===== config.mk =====
export PLATFORM = sky130hd
export DESIGN_NAME = tmds_channel_decoder
export DESIGN_NICKNAME = d
export VERILOG_FILES = /design/src/rtl/tmds_pkg.sv /design/src/rtl/tmds_word_decode.sv /design/src/rtl/tmds_channel_decoder.sv
export SDC_FILE = /design/constraint.sdc
export NUM_CORES = 1
export LEC_CHECK = 0
export ABC_AREA = 1
export CAP_MARGIN = 20
export CORE_MARGIN = 1.5
export CORE_UTILIZATION = 48
export CTS_CLUSTER_SIZE = 25
export DETAILED_ROUTE_END_ITERATION = 16
export PLACE_DENSITY = 0.73
export SLEW_MARGIN = 5
export SYNTH_ARGS = -nofsm -noshare
export SYNTH_HDL_FRONTEND = slang
export SYNTH_SLANG_ARGS = --single-unit

===== constraint.sdc =====
create_clock -name i_clk_pxl -period 1.5 [get_ports i_clk_pxl]
set_input_delay 0.3 -clock i_clk_pxl [delete_from_list [all_inputs] [get_ports i_clk_pxl]]
set_output_delay 0.3 -clock i_clk_pxl [all_outputs]
set_load 0.05 [all_outputs]

===== src/rtl/tmds_pkg.sv =====
// Shared TMDS definitions: word width, control tokens and alignment states.
package tmds_pkg;

  localparam int TMDS_WORD_W = 10;

  // Control tokens as q[9:0]; the suffix is {C1,C0}.
  localparam logic [TMDS_WORD_W-1:0] CTRL_TOKEN_00 = 10'b1101010100;
  localparam logic [TMDS_WORD_W-1:0] CTRL_TOKEN_01 = 10'b0010101011;
  localparam logic [TMDS_WORD_W-1:0] CTRL_TOKEN_10 = 10'b0101010100;
  localparam logic [TMDS_WORD_W-1:0] CTRL_TOKEN_11 = 10'b1010101011;

  typedef enum logic [1:0] {
    SEARCH,
    SLIP,
    LOCKED
  } tmds_align_state_t;

endpackage


===== src/rtl/tmds_word_decode.sv =====
// Combinational 10b word classifier/decoder: control token detect plus
// TMDS data byte recovery. Kept standalone so the data-island path can reuse it.
module tmds_word_decode
  import tmds_pkg::*;
(
  input  logic [TMDS_WORD_W-1:0] word,
  output logic                   is_token,
  output logic [1:0]             ctrl,
  output logic [7:0]             data
);

  logic [7:0] d;

  // Match the four control tokens; anything else is treated as data.
  always_comb begin
    is_token = 1'b1;
    ctrl     = 2'b00;
    case (word)
      CTRL_TOKEN_00: ctrl = 2'b00;
      CTRL_TOKEN_01: ctrl = 2'b01;
      CTRL_TOKEN_10: ctrl = 2'b10;
      CTRL_TOKEN_11: ctrl = 2'b11;
      default:       is_token = 1'b0;
    endcase
  end

  // Undo the optional DC-balance inversion, then the XOR/XNOR chain (q[8] selects XOR).
  assign d    = word[9] ? ~word[7:0] : word[7:0];
  assign data = {(word[8] ? (d[7:1] ^ d[6:0]) : ~(d[7:1] ^ d[6:0])), d[0]};

endmodule


===== src/rtl/tmds_channel_decoder.sv =====
// One TMDS receive lane: word-boundary alignment via bitslip requests,
// then pixel/control decode. Fixed two-clock latency from i_word to outputs.
//
// state  | meaning
// SEARCH | hunting for LOCK_COUNT consecutive tokens; slip when window runs out
// SLIP   | one-cycle bitslip pulse followed by SLIP_WAIT settle cycles
// LOCKED | aligned; token runs refresh the window, expiry drops back to SEARCH
module tmds_channel_decoder
  import tmds_pkg::*;
#(
  parameter int LOCK_COUNT    = 8,
  parameter int SEARCH_WINDOW = 1024,
  parameter int SLIP_WAIT     = 4
) (
  input  logic                   i_clk_pxl,
  input  logic                   i_reset_n,
  input  logic [TMDS_WORD_W-1:0] i_word,
  output logic                   o_bitslip,
  output logic                   o_locked,
  output logic                   o_de,
  output logic [7:0]             o_data,
  output logic [1:0]             o_ctrl
);

  localparam int RUN_W  = $clog2(LOCK_COUNT + 1);
  localparam int WIN_W  = $clog2(SEARCH_WINDOW);
  localparam int SLIP_W = $clog2(SLIP_WAIT + 1);

  localparam logic [RUN_W-1:0]  RUN_MAX   = RUN_W'(LOCK_COUNT);
  localparam logic [RUN_W-1:0]  RUN_LAST  = RUN_W'(LOCK_COUNT - 1);
  localparam logic [WIN_W-1:0]  WIN_LAST  = WIN_W'(SEARCH_WINDOW - 1);
  localparam logic [SLIP_W-1:0] SLIP_LOAD = SLIP_W'(SLIP_WAIT);

  logic [TMDS_WORD_W-1:0] word_q;
  tmds_align_state_t      state;
  logic [RUN_W-1:0]       run_cnt;
  logic [RUN_W-1:0]       run_nxt;
  logic [WIN_W-1:0]       win_cnt;
  logic [SLIP_W-1:0]      slip_cnt;
  logic                   tok;
  logic [1:0]             tok_ctrl;
  logic [7:0]             dec_data;
  logic                   run_hit;
  logic                   win_expire;
  logic                   locked_nxt;

  tmds_word_decode u_word_decode (
    .word     (word_q),
    .is_token (tok),
    .ctrl     (tok_ctrl),
    .data     (dec_data)
  );

  // Stage 1: capture the deserializer word.
  always_ff @(posedge i_clk_pxl or negedge i_reset_n) begin
    if (!i_reset_n) word_q <= '0;
    else            word_q <= i_word;
  end

  // Token run tracking; the run is forced to zero while slipping.
  always_comb begin
    run_hit = 1'b0;
    run_nxt = '0;
    if ((state != SLIP) && tok) begin
      run_hit = (run_cnt == RUN_LAST);
      run_nxt = (run_cnt == RUN_MAX) ? RUN_MAX : run_cnt + 1'b1;
    end
  end

  assign win_expire = (win_cnt == WIN_LAST);
  // A run hit beats window expiry in both SEARCH and LOCKED.
  assign locked_nxt = ((state == SEARCH) && run_hit) ||
                      ((state == LOCKED) && (run_hit || !win_expire));

  // Alignment FSM, counters and registered outputs.
  always_ff @(posedge i_clk_pxl or negedge i_reset_n) begin
    if (!i_reset_n) begin
      state     <= SEARCH;
      run_cnt   <= '0;
      win_cnt   <= '0;
      slip_cnt  <= '0;
      o_bitslip <= 1'b0;
      o_locked  <= 1'b0;
      o_de      <= 1'b0;
      o_data    <= '0;
      o_ctrl    <= '0;
    end else begin
      run_cnt   <= run_nxt;
      o_bitslip <= 1'b0;
      case (state)
        SEARCH: begin
          if (run_hit) begin
            state   <= LOCKED;
            win_cnt <= '0;
          end else if (win_expire) begin
            state     <= SLIP;
            win_cnt   <= '0;
            slip_cnt  <= SLIP_LOAD;
            o_bitslip <= 1'b1;
          end else begin
            win_cnt <= win_cnt + 1'b1;
          end
        end
        SLIP: begin
          if (slip_cnt == '0) begin
            state   <= SEARCH;
            win_cnt <= '0;
          end else begin
            slip_cnt <= slip_cnt - 1'b1;
            win_cnt  <= win_cnt + 1'b1;
          end
        end
        LOCKED: begin
          if (run_hit) begin
            win_cnt <= '0;
          end else if (win_expire) begin
            state   <= SEARCH;
            win_cnt <= '0;
          end else begin
            win_cnt <= win_cnt + 1'b1;
          end
        end
        default: begin
          state   <= SEARCH;
          win_cnt <= '0;
        end
      endcase
      o_locked <= locked_nxt;
      o_de     <= locked_nxt && !tok;
      o_data   <= (locked_nxt && !tok) ? dec_data : 8'h00;
      if (locked_nxt && tok) o_ctrl <= tok_ctrl;
    end
  end

endmodule


After elaboration in Yosys (flattened, before gate mapping)
Cells that the tools add are included.
{"block": "totals", "register_bits": 42, "word_cells": 74}
{"block": "classes", "addsub": 3, "n_eq_ne": 17, "reduce_logical": 16, "n_mux": 25, "bitwise_logic": 3}
{"operator": "$eq 10x10->1 const B", "n": 3}
{"operator": "$mux 10", "n": 3}
{"operator": "$pmux 10 s2", "n": 1}
{"operator": "$mux 8", "n": 2}
{"operator": "$ne 2x2->1 const B", "n": 6}
{"operator": "$pmux 2 s3", "n": 2}
{"operator": "$add 10x1->10 const B", "n": 1}
{"operator": "$eq 10x8->1 const B", "n": 1}
{"operator": "$eq 10x9->1 const B", "n": 1}
{"operator": "$mux 2", "n": 5}
{"operator": "$mux 3", "n": 3}
{"operator": "$mux 4", "n": 2}
{"operator": "$not 8->8", "n": 1}
{"operator": "$reduce_and 4->1", "n": 2}
{"operator": "$mux 7", "n": 1}
{"operator": "$not 7->7", "n": 1}
{"operator": "$xor 7x7->7", "n": 1}
{"operator": "$pmux 3 s2", "n": 1}
{"operator": "$logic_and 1x1->1", "n": 5}
{"operator": "$mux 1", "n": 5}
{"operator": "$add 4x1->4 const B", "n": 1}
{"operator": "$eq 4x3->1 const B", "n": 1}
{"operator": "$eq 4x4->1 const B", "n": 1}
{"operator": "$reduce_or 4->1", "n": 1}
{"operator": "11 further kinds", "n": 13}

Depth between registers and ports, before layout
{"block": "logic_depth", "depth_word": 10, "ltp_mapped": 13, "mapped_depth_nobuf": 13}

Cells and area by module
From an unflattened synthesis, not the netlist that was laid out.
{"block": "unflattened", "hier_cells": 220, "area_unflattened_um2": 2069.5}
{"module": "tmds_channel_decoder", "area_each_um2": 1734.2, "cells_per_inst": 163, "n_inst": 1, "seq_area_each_um2": 1051.0}
{"module": "tmds_word_decode", "area_each_um2": 335.3, "cells_per_inst": 57, "n_inst": 1, "seq_area_each_um2": 0.0}

Worst setup path after synthesis
No wires, ideal clock.
{"block": "synth_path", "path_type": "register to register", "from": "register word_q[6]", "to": "register o_ctrl[0]", "path_buffers": 0, "path_stages_with_launch": 14, "setup_slack_ns": -0.005, "synth_period_minus_slack_ns": 1.505, "setup_time_ns": 0.119, "arrival_ns": 1.386, "path_cell_list": "dfrtp_1 > inv_1 > ha_1 > nand2_1 > nor2_1 > nand2_1 > nand2_2 > nand3_2 > nand2_2 > nand2_2 > nand2_4 > nand2_1 > nand2_1 > nand2_1"}
{"block": "synth_between", "elab_chain_len": 9}
{"element": "from (decl)", "line": "tmds_channel_decoder.sv:34", "text": "logic [TMDS_WORD_W-1:0] word_q;"}
{"element": "from (signal assigned)", "line": "tmds_channel_decoder.sv:57", "text": "else word_q <= i_word;"}
{"element": "$eq 10x10->1, or another cell as far along", "line": "tmds_word_decode.sv:18", "text": "case (word)"}
{"element": "$reduce_or 4->1 (no line) *"}
{"element": "$mux 1 *", "line": "tmds_word_decode.sv:18"}
{"element": "$logic_and 1x1->1 *", "line": "tmds_channel_decoder.sv:64", "text": "if ((state != SLIP) && tok) begin"}
{"element": "$mux 1 *", "line": "tmds_channel_decoder.sv:64"}
{"element": "$logic_or 1x1->1", "line": "tmds_channel_decoder.sv:73", "text": "((state == LOCKED) && (run_hit || !win_expire));"}
{"element": "$logic_and 1x1->1", "line": "tmds_channel_decoder.sv:73"}
{"element": "$logic_or 1x1->1 *", "line": "tmds_channel_decoder.sv:72", "text": "assign locked_nxt = ((state == SEARCH) && run_hit) ||"}
{"element": "net locked_nxt", "line": "tmds_channel_decoder.sv:45", "text": "logic locked_nxt;"}
{"element": "$logic_and 1x1->1 *", "line": "tmds_channel_decoder.sv:131", "text": "if (locked_nxt && tok) o_ctrl <= tok_ctrl;"}
{"element": "to (signal assigned)", "line": "tmds_channel_decoder.sv:131"}
{"element": "to (decl)", "line": "tmds_channel_decoder.sv:22", "text": "output logic [1:0] o_ctrl"}
The timed path passes the listed nets; every way through them passes the cells marked *.
A chain may end at the register's enable or synchronous reset.

Worst setup path in the final report
{"block": "layout_path", "from": "register word_q[6]", "to": "register win_cnt[6]"}
{"block": "layout_between", "elab_chain_len": 7}
{"element": "$eq 10x10->1, or another cell as far along", "line": "tmds_word_decode.sv:18"}
{"element": "$reduce_or 4->1 (no line) *"}
{"element": "$mux 1 *", "line": "tmds_word_decode.sv:18"}
{"element": "$logic_and 1x1->1 *", "line": "tmds_channel_decoder.sv:64"}
{"element": "$mux 1 *", "line": "tmds_channel_decoder.sv:64"}
{"element": "$mux 10 *", "line": "tmds_channel_decoder.sv:114", "text": "if (run_hit) begin"}
{"element": "$pmux 10 s2 *", "line": "tmds_channel_decoder.sv:90", "text": "case (state)"}
{"element": "to (signal assigned)", "line": "tmds_channel_decoder.sv:101", "text": "win_cnt <= win_cnt + 1'b1;"}
{"element": "to (signal assigned)", "line": "tmds_channel_decoder.sv:110", "text": "win_cnt <= win_cnt + 1'b1;"}
{"element": "to (signal assigned)", "line": "tmds_channel_decoder.sv:120", "text": "win_cnt <= win_cnt + 1'b1;"}
{"element": "to (decl)", "line": "tmds_channel_decoder.sv:38", "text": "logic [WIN_W-1:0] win_cnt;"}
Every way passes the cells marked *; elsewhere a longest branch is shown, timed or not.

==> flow_summary.ini <==
[timing]
fmaxAchievable_mhz = 613
layout_setup_ws_ps = -131
worstMarginPinSlew_ps = 464
final-setup-viol-count = 28
slew_headroom_pct = 69.1
fin_tns_setup_ps = -2760
drv_slew = 0
finalHoldViolations = 0
min_period_ps = 1630
rsz0062_at_grt = yes
fin_crit_sh_pct = 109
clock_skew_ps = 8.07

[logic_synthesis]
synth_area_per_cell_um2 = 9.68
ys_seq_area_share_pct = 56.9
synth_cells = 191
synth_area_mm2 = 0.00185
synth_warnings = 0
synth-seq-cells = 42
syn-num-nets = 210
ys_types = 23

[placed_design]
hpwl_mm = 2.30
finalWeightedCongestion = 0.836
dp_cells = 286
portBuffers = 24

[floorplan]
dieArea_mm2 = 0.00423
die_height_um = 65.1
io_pins = 25
die_w_um = 65.1
rows = 22
initial_core_util_pct = 50.1
coreArea_mm2 = 0.00369

[global_route]
grt_overflow = 0
track_usage_pct = 18.9
grt_pass1_wl_mm = 5.87
antenna_found_initial = 0
grt_pass1_vias = 1392
grt_max_degree = 24

[detailed_routing]
totalWireLength_mm = 3.28
vias_per_cell = 4.54
drt_iter0_markers = 104
routedWlPerCell_um = 11.0
dr_total_vias = 1357
drc = 0
ant_nets = 0
drt_pass1_iterations = 4

[setup_path]
cp_max_fo = 9
slowest_stage = dfrtp_1
crit_family = simple AND/OR/NAND/NOR gates
cpPeakStageDelay_ps = 400
cp.required_ps = 1690
crit_arrival_ps = 1820
path_buf_inv = 2
r2r_setup_slack_ps = -130
path_class = reg -> reg
rr_worst_depth = 11
critPathLaunchType = flop
worstPathCellList = inv_1, ha_1, nand2_1, nor2_2, nand2_1, nand2_2, nand3_4, nand2_2, o21a_1, buf_12, nor2_1
cp.depth = 11
endpoint_kind = flop

[layout]
nNetsFinal = 269
multi_input_area_um2 = 736
layout_commonest_cell = dfrtp_1
n_fill_cell = 264
regArea_mm2 = 0.00105
most-common-layout-cells = dfrtp_1 (42), nor2_1 (30), nand2_1 (29)
num_antenna_cells = 0
syn_to_final_growth_pct = 45.0
final_cells = 299
drive_gt1_share_pct = 29.1

[clock_tree]
cts_buffers = 5
cts_root_buf = clkbuf_8
clock_latency_ps = 300
path_clk_slew_ps = 80
cts_tree = built
cts_num_sinks = 42
cts.path.max_buffers = 2
htree_levels = 2

[hold_path]
holdPathStages = 1
hold_class = in -> reg

[power_and_ir_drop]
powerDensity_mw_per_mm2 = 804
p_leak_uw = 0.00136
ir_drop_mv = 0.721
power_uw = 2150

[run_status]
violations = setup timing
outcome = finished with violations

[job]
cap_violations = 0
[cells in the mapped netlist (all sizes together)]
cell type / number / area (µm²)
nand3b: 1 / 7.51
xor2: 15 / 131
nand4: 1 / 6.26
ha: 7 / 87.6
xnor2: 4 / 35.0
nor3b: 1 / 12.5
or2: 1 / 6.26
o21ai: 3 / 15.0
nand3: 8 / 45.0
inv: 29 / 109
nand2: 39 / 174
o21a: 1 / 7.51
buf: 1 / 11.3
dfrtp: 42 / 1050
nor4: 1 / 6.26
nor2: 36 / 138
a21oi: 1 / 5.00
[logic make-up (layout without fill, tap and decap cells)]
group | after synthesis | count (layout) | synth area share [%]
xor+xnor | 19 | 19 | 9.00
simple gates | 88 | 88 | 21.4
fa+ha+maj | 7 | 7 | 4.74
buf+inv | 30 | 90 | 6.50
flops | 42 | 42 | 56.9
compound gates | 5 | 5 | 1.49
[layer usage]
metal | GRT usage, % | up-vias | part of all wire, %
met4 | 10.4 | 0 | 2.9
li1 | - | 687 | -
met1 | 21.7 | 635 | 43
met5 | 0 | - | 0
met2 | 32.5 | 24 | 52
met3 | 4.17 | 11 | 2.5
[stage by stage]
| step | hold WS, ps | utilization (%) | instance area [µm²] | worst slack, ps |
|---|---|---|---|---|
| final | 429 | 72.7 | 2680 | -131 |
| after global routing | 431 | 72.7 | 2680 | -270 |
| after CTS | 426 | 71.3 | 2630 | -103 |
| after detailed placement | 274 | 66.9 | 2470 | -151 |
| after global placement | 277 | 66.9 | 2470 | -113 |
| after floorplan | 4.41 | - | 1850 | 9.75 |
[final timing paths]
path | startpoint | endpoint
setup / recovery | word_q[6] | win_cnt[6]
hold / removal | i_word[1] | word_q[1]
setup reg to reg | word_q[6] | win_cnt[6]
hold reg to reg | slip_cnt[1] | slip_cnt[1]
max in group asynchronous | i_reset_n | o_bitslip
min in group asynchronous | i_reset_n | word_q[3]
[cell type report]
cell class | instances | share of cell area [%]
Sequential cell | 42 | 39.2
Tap cell | 48 | 2.24
Timing Repair Buffer | 53 | 22.9
Clock buffer | 6 | 2.71
Multi-Input combinational cell | 119 | 27.5
Inverter | 29 | 4.06
Clock inverter | 2 | 1.40
[state kept, by name, summed over array words and instances, names as in the netlist]
name       count
run_cnt        4
o_ctrl         2
o_bitslip      1
o_data         8
state          2
word_q        10
win_cnt       10
o_de           1
slip_cnt       3
o_locked       1
[where the power goes]
| part | switching (µW) | internal, µW |
|---|---|---|
| clock | 384 | 496 |
| sequential | 12.2 | 1150 |
| combinational | 56.8 | 59.8 |
| total | 453 | 1700 |
[what timing repair did]
item                       4_1_cts  5_1_grt
setup endpoints to repair       28       31
resized for setup                9       10
pin swaps                        1       12
buffers inserted                 1        3
hold buffers                     1        0
hold endpoints to repair        19        0
No activity file was read; power rests on OpenSTA's default activity.
